**src/rtl/decoder.sv**
```systemverilog
// Optical-link receiver: synchronises the light sensor, detects a HIGH start bit,
// recovers one MSB-first packet by mid-bit sampling and offers it on valid/ready.
module decoder #(
  parameter int unsigned PACKET_SIZE = 8,
  parameter int unsigned BIT_PERIOD  = 4,
  parameter int unsigned SYNC_STAGES = 2
) (
  input  logic                   clock,
  input  logic                   reset,
  input  logic                   sensor,
  input  logic                   enable,
  output logic [PACKET_SIZE-1:0] data,
  output logic                   valid,
  input  logic                   ready,
  output logic                   busy,
  output logic                   frame_error,
  output logic                   overrun
);

  localparam int unsigned CNT_W = (BIT_PERIOD > 1) ? $clog2(BIT_PERIOD) : 1;
  localparam int unsigned IDX_W = (PACKET_SIZE > 1) ? $clog2(PACKET_SIZE) : 1;
  localparam logic [CNT_W-1:0] CNT_HALF = CNT_W'(BIT_PERIOD / 2 - 1);
  localparam logic [CNT_W-1:0] CNT_LAST = CNT_W'(BIT_PERIOD - 1);
  localparam logic [IDX_W-1:0] IDX_LAST = IDX_W'(PACKET_SIZE - 1);

  typedef enum logic [1:0] {IDLE, START, DATA, STOP} state_t;

  state_t                 state, state_next;
  logic [SYNC_STAGES-1:0] sync_q;
  logic [CNT_W-1:0]       cnt;
  logic [IDX_W-1:0]       idx;
  logic [PACKET_SIZE-1:0] shift;
  logic                   s;
  logic                   sample;
  logic                   stop_sample;
  logic                   good_frame;

  assign s = sync_q[SYNC_STAGES-1];

  // Start bit is sampled half a bit in; every later sample is one full bit later.
  always_comb begin
    sample = 1'b0;
    case (state)
      START:       sample = (cnt == CNT_HALF);
      DATA, STOP:  sample = (cnt == CNT_LAST);
      default:     sample = 1'b0;
    endcase
    stop_sample = enable && (state == STOP) && sample;
    good_frame  = stop_sample && !s;
  end

  always_ff @(posedge clock) begin
    if (!reset) begin
      state  <= IDLE;
      sync_q <= '0;
      cnt    <= '0;
      idx    <= '0;
      shift  <= '0;
    end else begin
      state  <= state_next;
      sync_q <= SYNC_STAGES'({sync_q, sensor});
      cnt    <= (state == IDLE || sample) ? '0 : cnt + 1'b1;
      if (state == DATA && sample) begin
        shift <= PACKET_SIZE'({shift, s});
        idx   <= (idx == IDX_LAST) ? '0 : idx + 1'b1;
      end else if (state == IDLE) begin
        idx <= '0;
      end
    end
  end

  always_comb begin
    state_next = state;
    case (state)
      IDLE:  if (s) state_next = START;
      START: if (sample) state_next = s ? DATA : IDLE;
      DATA:  if (sample && idx == IDX_LAST) state_next = STOP;
      STOP:  if (sample) state_next = IDLE;
      default: state_next = IDLE;
    endcase
    if (!enable) state_next = IDLE;
  end

  always_comb begin
    busy = (state != IDLE);
  end

  always_ff @(posedge clock) begin
    if (!reset) begin
      data        <= '0;
      valid       <= 1'b0;
      frame_error <= 1'b0;
      overrun     <= 1'b0;
    end else begin
      frame_error <= stop_sample && s;
      overrun     <= good_frame && valid && !ready;
      if (good_frame && (!valid || ready)) begin
        data  <= shift;
        valid <= 1'b1;
      end else if (valid && ready) begin
        valid <= 1'b0;
      end
    end
  end

endmodule

```
**config.mk**
```make
export PLATFORM = sky130hd
export DESIGN_NAME = decoder
export DESIGN_NICKNAME = d
export VERILOG_FILES = /design/src/rtl/decoder.sv
export SDC_FILE = /design/constraint.sdc
export NUM_CORES = 1
export LEC_CHECK = 0
export ABC_AREA = 1
export CORE_MARGIN = 8
export CORE_UTILIZATION = 50
export CTS_CLUSTER_SIZE = 20
export DETAILED_ROUTE_END_ITERATION = 10
export GPL_TIMING_DRIVEN = 0
export PLACE_DENSITY = 0.74
export SLEW_MARGIN = 10
export SYNTH_ARGS = -nofsm -noshare
export SYNTH_HDL_FRONTEND = slang
export SYNTH_SLANG_ARGS = --single-unit
```
**constraint.sdc**
```tcl
create_clock -name clock -period 2.45 [get_ports clock]
set_clock_uncertainty 0.15 [all_clocks]
set_input_delay 0.49 -clock clock [delete_from_list [all_inputs] [get_ports clock]]
set_output_delay 0.49 -clock clock [all_outputs]
set_load 0.05 [all_outputs]
```
# [Yosys cells after proc, flatten, opt, wreduce, memory -nomap -nowiden]
# Index checks and enable logic that the tools add are counted.
[totals] ff_bits=28 in_bits=5 output_inout_bits=12
[classes] n_reduce_logical=23 n_bitwise=1 n_mux=12 n_eq_ne=10 n_addsub=2
[ops] operator="$logic_and 1x1->1" n=10
[ops] operator="$mux 2" n=5
[ops] operator="$mux 3" n=3
[ops] operator="$pmux 2 s4" n=1
[ops] operator="$eq 2x2->1 const B" n=3
[ops] operator="$ne 2x2->1 const B" n=3
[ops] operator="$reduce_bool 2->1" n=3
[ops] operator="$eq 2x1->1 const B" n=2
[ops] operator="$reduce_and 4->1" n=1
[ops] operator="$reduce_or 2->1" n=2
[ops] operator="$add 3x1->3 const B" n=1
[ops] operator="$eq 3x3->1 const B" n=1
[ops] operator="$logic_not 1->1" n=3
[ops] operator="$add 2x1->2 const B" n=1
[ops] operator="$logic_not 2->1" n=1
[ops] operator="$logic_or 1x1->1" n=2
[ops] operator="$mux 1" n=2
[ops] operator="$ne 2x1->1 const B" n=1
[ops] operator="$pmux 1 s2" n=1
[ops] operator="$reduce_and 2->1" n=1
[ops] operator="$not 1->1" n=1

# [Depth between registers and ports, before layout]
[logic_depth] depth_word=7 mapped_depth=10

# [Least setup slack after synthesis]
# No wires, ideal clock.
[synth_timing] path_type="reg-to-output" startpoint="reg with a tool-made name" endpoint="out busy" t_arrival_ns=0.840 stages_incl_launch_ff=4 slack_ns=0.970 n_path_buf=1 path_cell_list="dfxtp_1 -> buf_6 -> nor2_2 -> inv_1"
[synth_lines] element="end, declared" line_no="15" source="output logic busy,"

==> run metrics <==
Req. time, crit path 1810 ps; Initial Util between 50 and 60%; period utilization between 80% and 90%; Leakage between 0.0005 and 0.0006 µW; Top Usage Layer GRT met2; Worst EP arrival approximately 1600 ps; Vias ~970; Avg Cell Area, Syn slightly below 8 µm²; Sum Neg Setup Slack 0 ps; GRT met3 Usage between 3 and 4%; commonest non-fill, non-tap cell in the layout nor2_1; Post-DP HPWL 1.717 mm; switching power 152.6 µW; most area-hungry cell type in the Yosys netlist dfxtp_1; I/O pin total 17; Antenna Cells 0; area of the multi-input gates 485.5 µm²; fraction of layout cells with a size suffix above 1 a little under a tenth; H-Tree Depth 1; Syn Inst Count 149; Seq cells post-synth 28; core area about 0.0022 mm²; crit end category primary output; Clk network pwr share 31.1%; Pre-antenna DRT Iters 4; Total Wirelength roughly 2.2 mm; Sink Count 28; Vias per Instance approximately 4.9; Worst-path clk slew 140 ps; Die X 64.22 µm; Power Dens Cells between 500 and 600 mW/mm²; Hold Crit Class reg -> reg; later-pin clock latency in the skew report between 300 and 400 ps; drt drc 0; most frequent cells in the layout nor2_1 (29), dfxtp_1 (28), nand2_1 (22); Achievable Freq 456.9 MHz; Max FO, Critical Path 8; die area ~0.004 mm²; # nets final 177; max-cap violations 0; Reg power frac 64.2%; family with the most delay on the worst path buffers and inverters; Layout area overhead 19.81%; first-pass GRT wire length just under 4 mm; Yosys cell types 25; Setup violations, final 0; CTS Hold Buffers Added 0; critical path class reg -> out; Max VDD drop 458.3 µV; GR Layer Usage met2 18.19%; Worst path slowest cell dlygate4sd2_1; grt met1 use roughly 14%; largest net degree at the start of global routing 16; max incr delay on CP between 400 and 500 ps; register area share after synthesis approximately half; Slew HR ~66%; fill count roughly 210; Slew Limit Fails 0; syn nets ~160; Placed Cells 193; min cycle time layout 2189 ps; Global Route Usage Sum a little under an eighth; CP Launch Type flip-flop; number of global-route vias before repair a little over 900; RSZ-0062 raised after global routing false; Root Driver clkbuf_4; WP buf/inv 3; Synth Cell Area 0.001162 mm²; Rows 17; post-route ant nets 0; initial drt markers 22; combinational share of power 4.7%; Routability Congestion a little under 0.9; Int Pwr approximately 560 µW; share of the synthesized area in the top cell type between 40% and 50%; CTS tree yes; mean routed wirelength per cell 11.08 µm; critical-path cell list buf_6, nor2_2, inv_1, dlygate4sd2_1; Num CTS Buffers 3; die height about 64 µm; Longest Clk Path Bufs 2; status finished, final reports clean; GRT Residual Overflow 0; final hold viol count 0; Non-Filler Instances slightly below 200; Worst-Margin Slew around 500 ps; top cells by area, synth dfxtp_1 (48%), nor2_1 (9.4%), o21ai_0 (7.8%); register area ~560 µm²; initial antenna violation count 0; PortBufs 16; # Post-CTS Setup Buffers 0; number of synthesis warnings 0; Sw Ratio roughly a fifth
## cell families after synthesis
kind of cell,share of synthesized area (%)
AOI/OAI and AO/OA,14.96
adders and majority gates,2.153
buffers and inverters,10.01
DFF,48.22
and+or+nand+nor,24.65
## worst reg2reg max path, stage by stage (launching register included)
cell	delay (ps)
dfxtp_1	360
buf_6	140
nor2_2	70
nor2_4	100
nand2_4	80
nor2_4	110
nand3_4	130
o21ai_0	210
nor2_1	60
## metrics by stage
stage | util, % | hold slack (ps) | total power [µW] | setup slack (ps) | cell area (µm²)
floorplan | - | 240.5 | 490.1 | 969.6 | 1162
global placement | 61.37 | 247.6 | 502.2 | 369.4 | 1358
detailed placement | 61.37 | 255.4 | 503.5 | 358.9 | 1358
CTS | 62.95 | 283.5 | 722.6 | 251.6 | 1393
global route | 62.95 | 300.9 | 743.2 | 180.2 | 1393
finish | 62.95 | 274.0 | 714.7 | 261.3 | 1393
## routing by layer
metal  part of all wire, %  wire length (µm)  vias up
met5                     0                 0        -
met2                    45               983       17
li1                      -                 -      512
met4                   2.1                46        0
met1                    49              1067      436
met3                   3.9                86        4
## power by group through the flow
stage	registers [µW]	clock network, µW	logic (µW)
finish	459	222	33.7
global route	460	245	38.2
CTS	459	229	34.2
detailed placement	469	0	34.6
global placement	469	0	33.4
floorplan	469	0	21.4
## synth_stat cells, drive strengths merged
| library cell | n |
|---|---|
| a221oi | 1 |
| o21ai | 18 |
| nor4 | 1 |
| o211ai | 1 |
| clkbuf | 2 |
| nand3 | 5 |
| nor2 | 32 |
| dfxtp | 28 |
| o2111ai | 1 |
| a21oi | 9 |
| a21boi | 1 |
| nand2 | 24 |
| nor3 | 1 |
| buf | 3 |
| ha | 2 |
| clkinv | 2 |
| inv | 18 |
## worst paths after layout
check	from	endpoint	slack [ps]	depth (start not counted)
worst min-delay path	sync_q[0]	sync_q[1]	270	2
worst max-delay path	flip-flop	busy	260	4
worst min register to register	sync_q[0]	sync_q[1]	270	2
worst max register to register	flip-flop	data[6]	950	8
## state kept, by name (all words and copies together), names as in the netlist, named ones only
| register | cells |
|---|---|
| cnt | 2 |
| data | 8 |
| frame_error | 1 |
| idx | 3 |
| overrun | 1 |
| shift | 8 |
| state | 1 |
| sync_q | 2 |
| valid | 1 |
## cell type report
| type | instances | share of cell area, % |
|---|---|---|
| plain buffers | 5 | 2.426 |
| clock buffers | 4 | 2.606 |
| inverters | 20 | 5.930 |
| multi-input cells | 96 | 34.86 |
| flip-flops and latches | 28 | 40.25 |
| well taps | 28 | 2.516 |
| repair buffers | 16 | 11.41 |
## what timing repair did
item	CTS	global route
endpoints found under the setup margin	1	0
resized for setup	1	0
endpoints found under the hold margin	0	0
No activity file was read; power rests on OpenSTA's default activity.
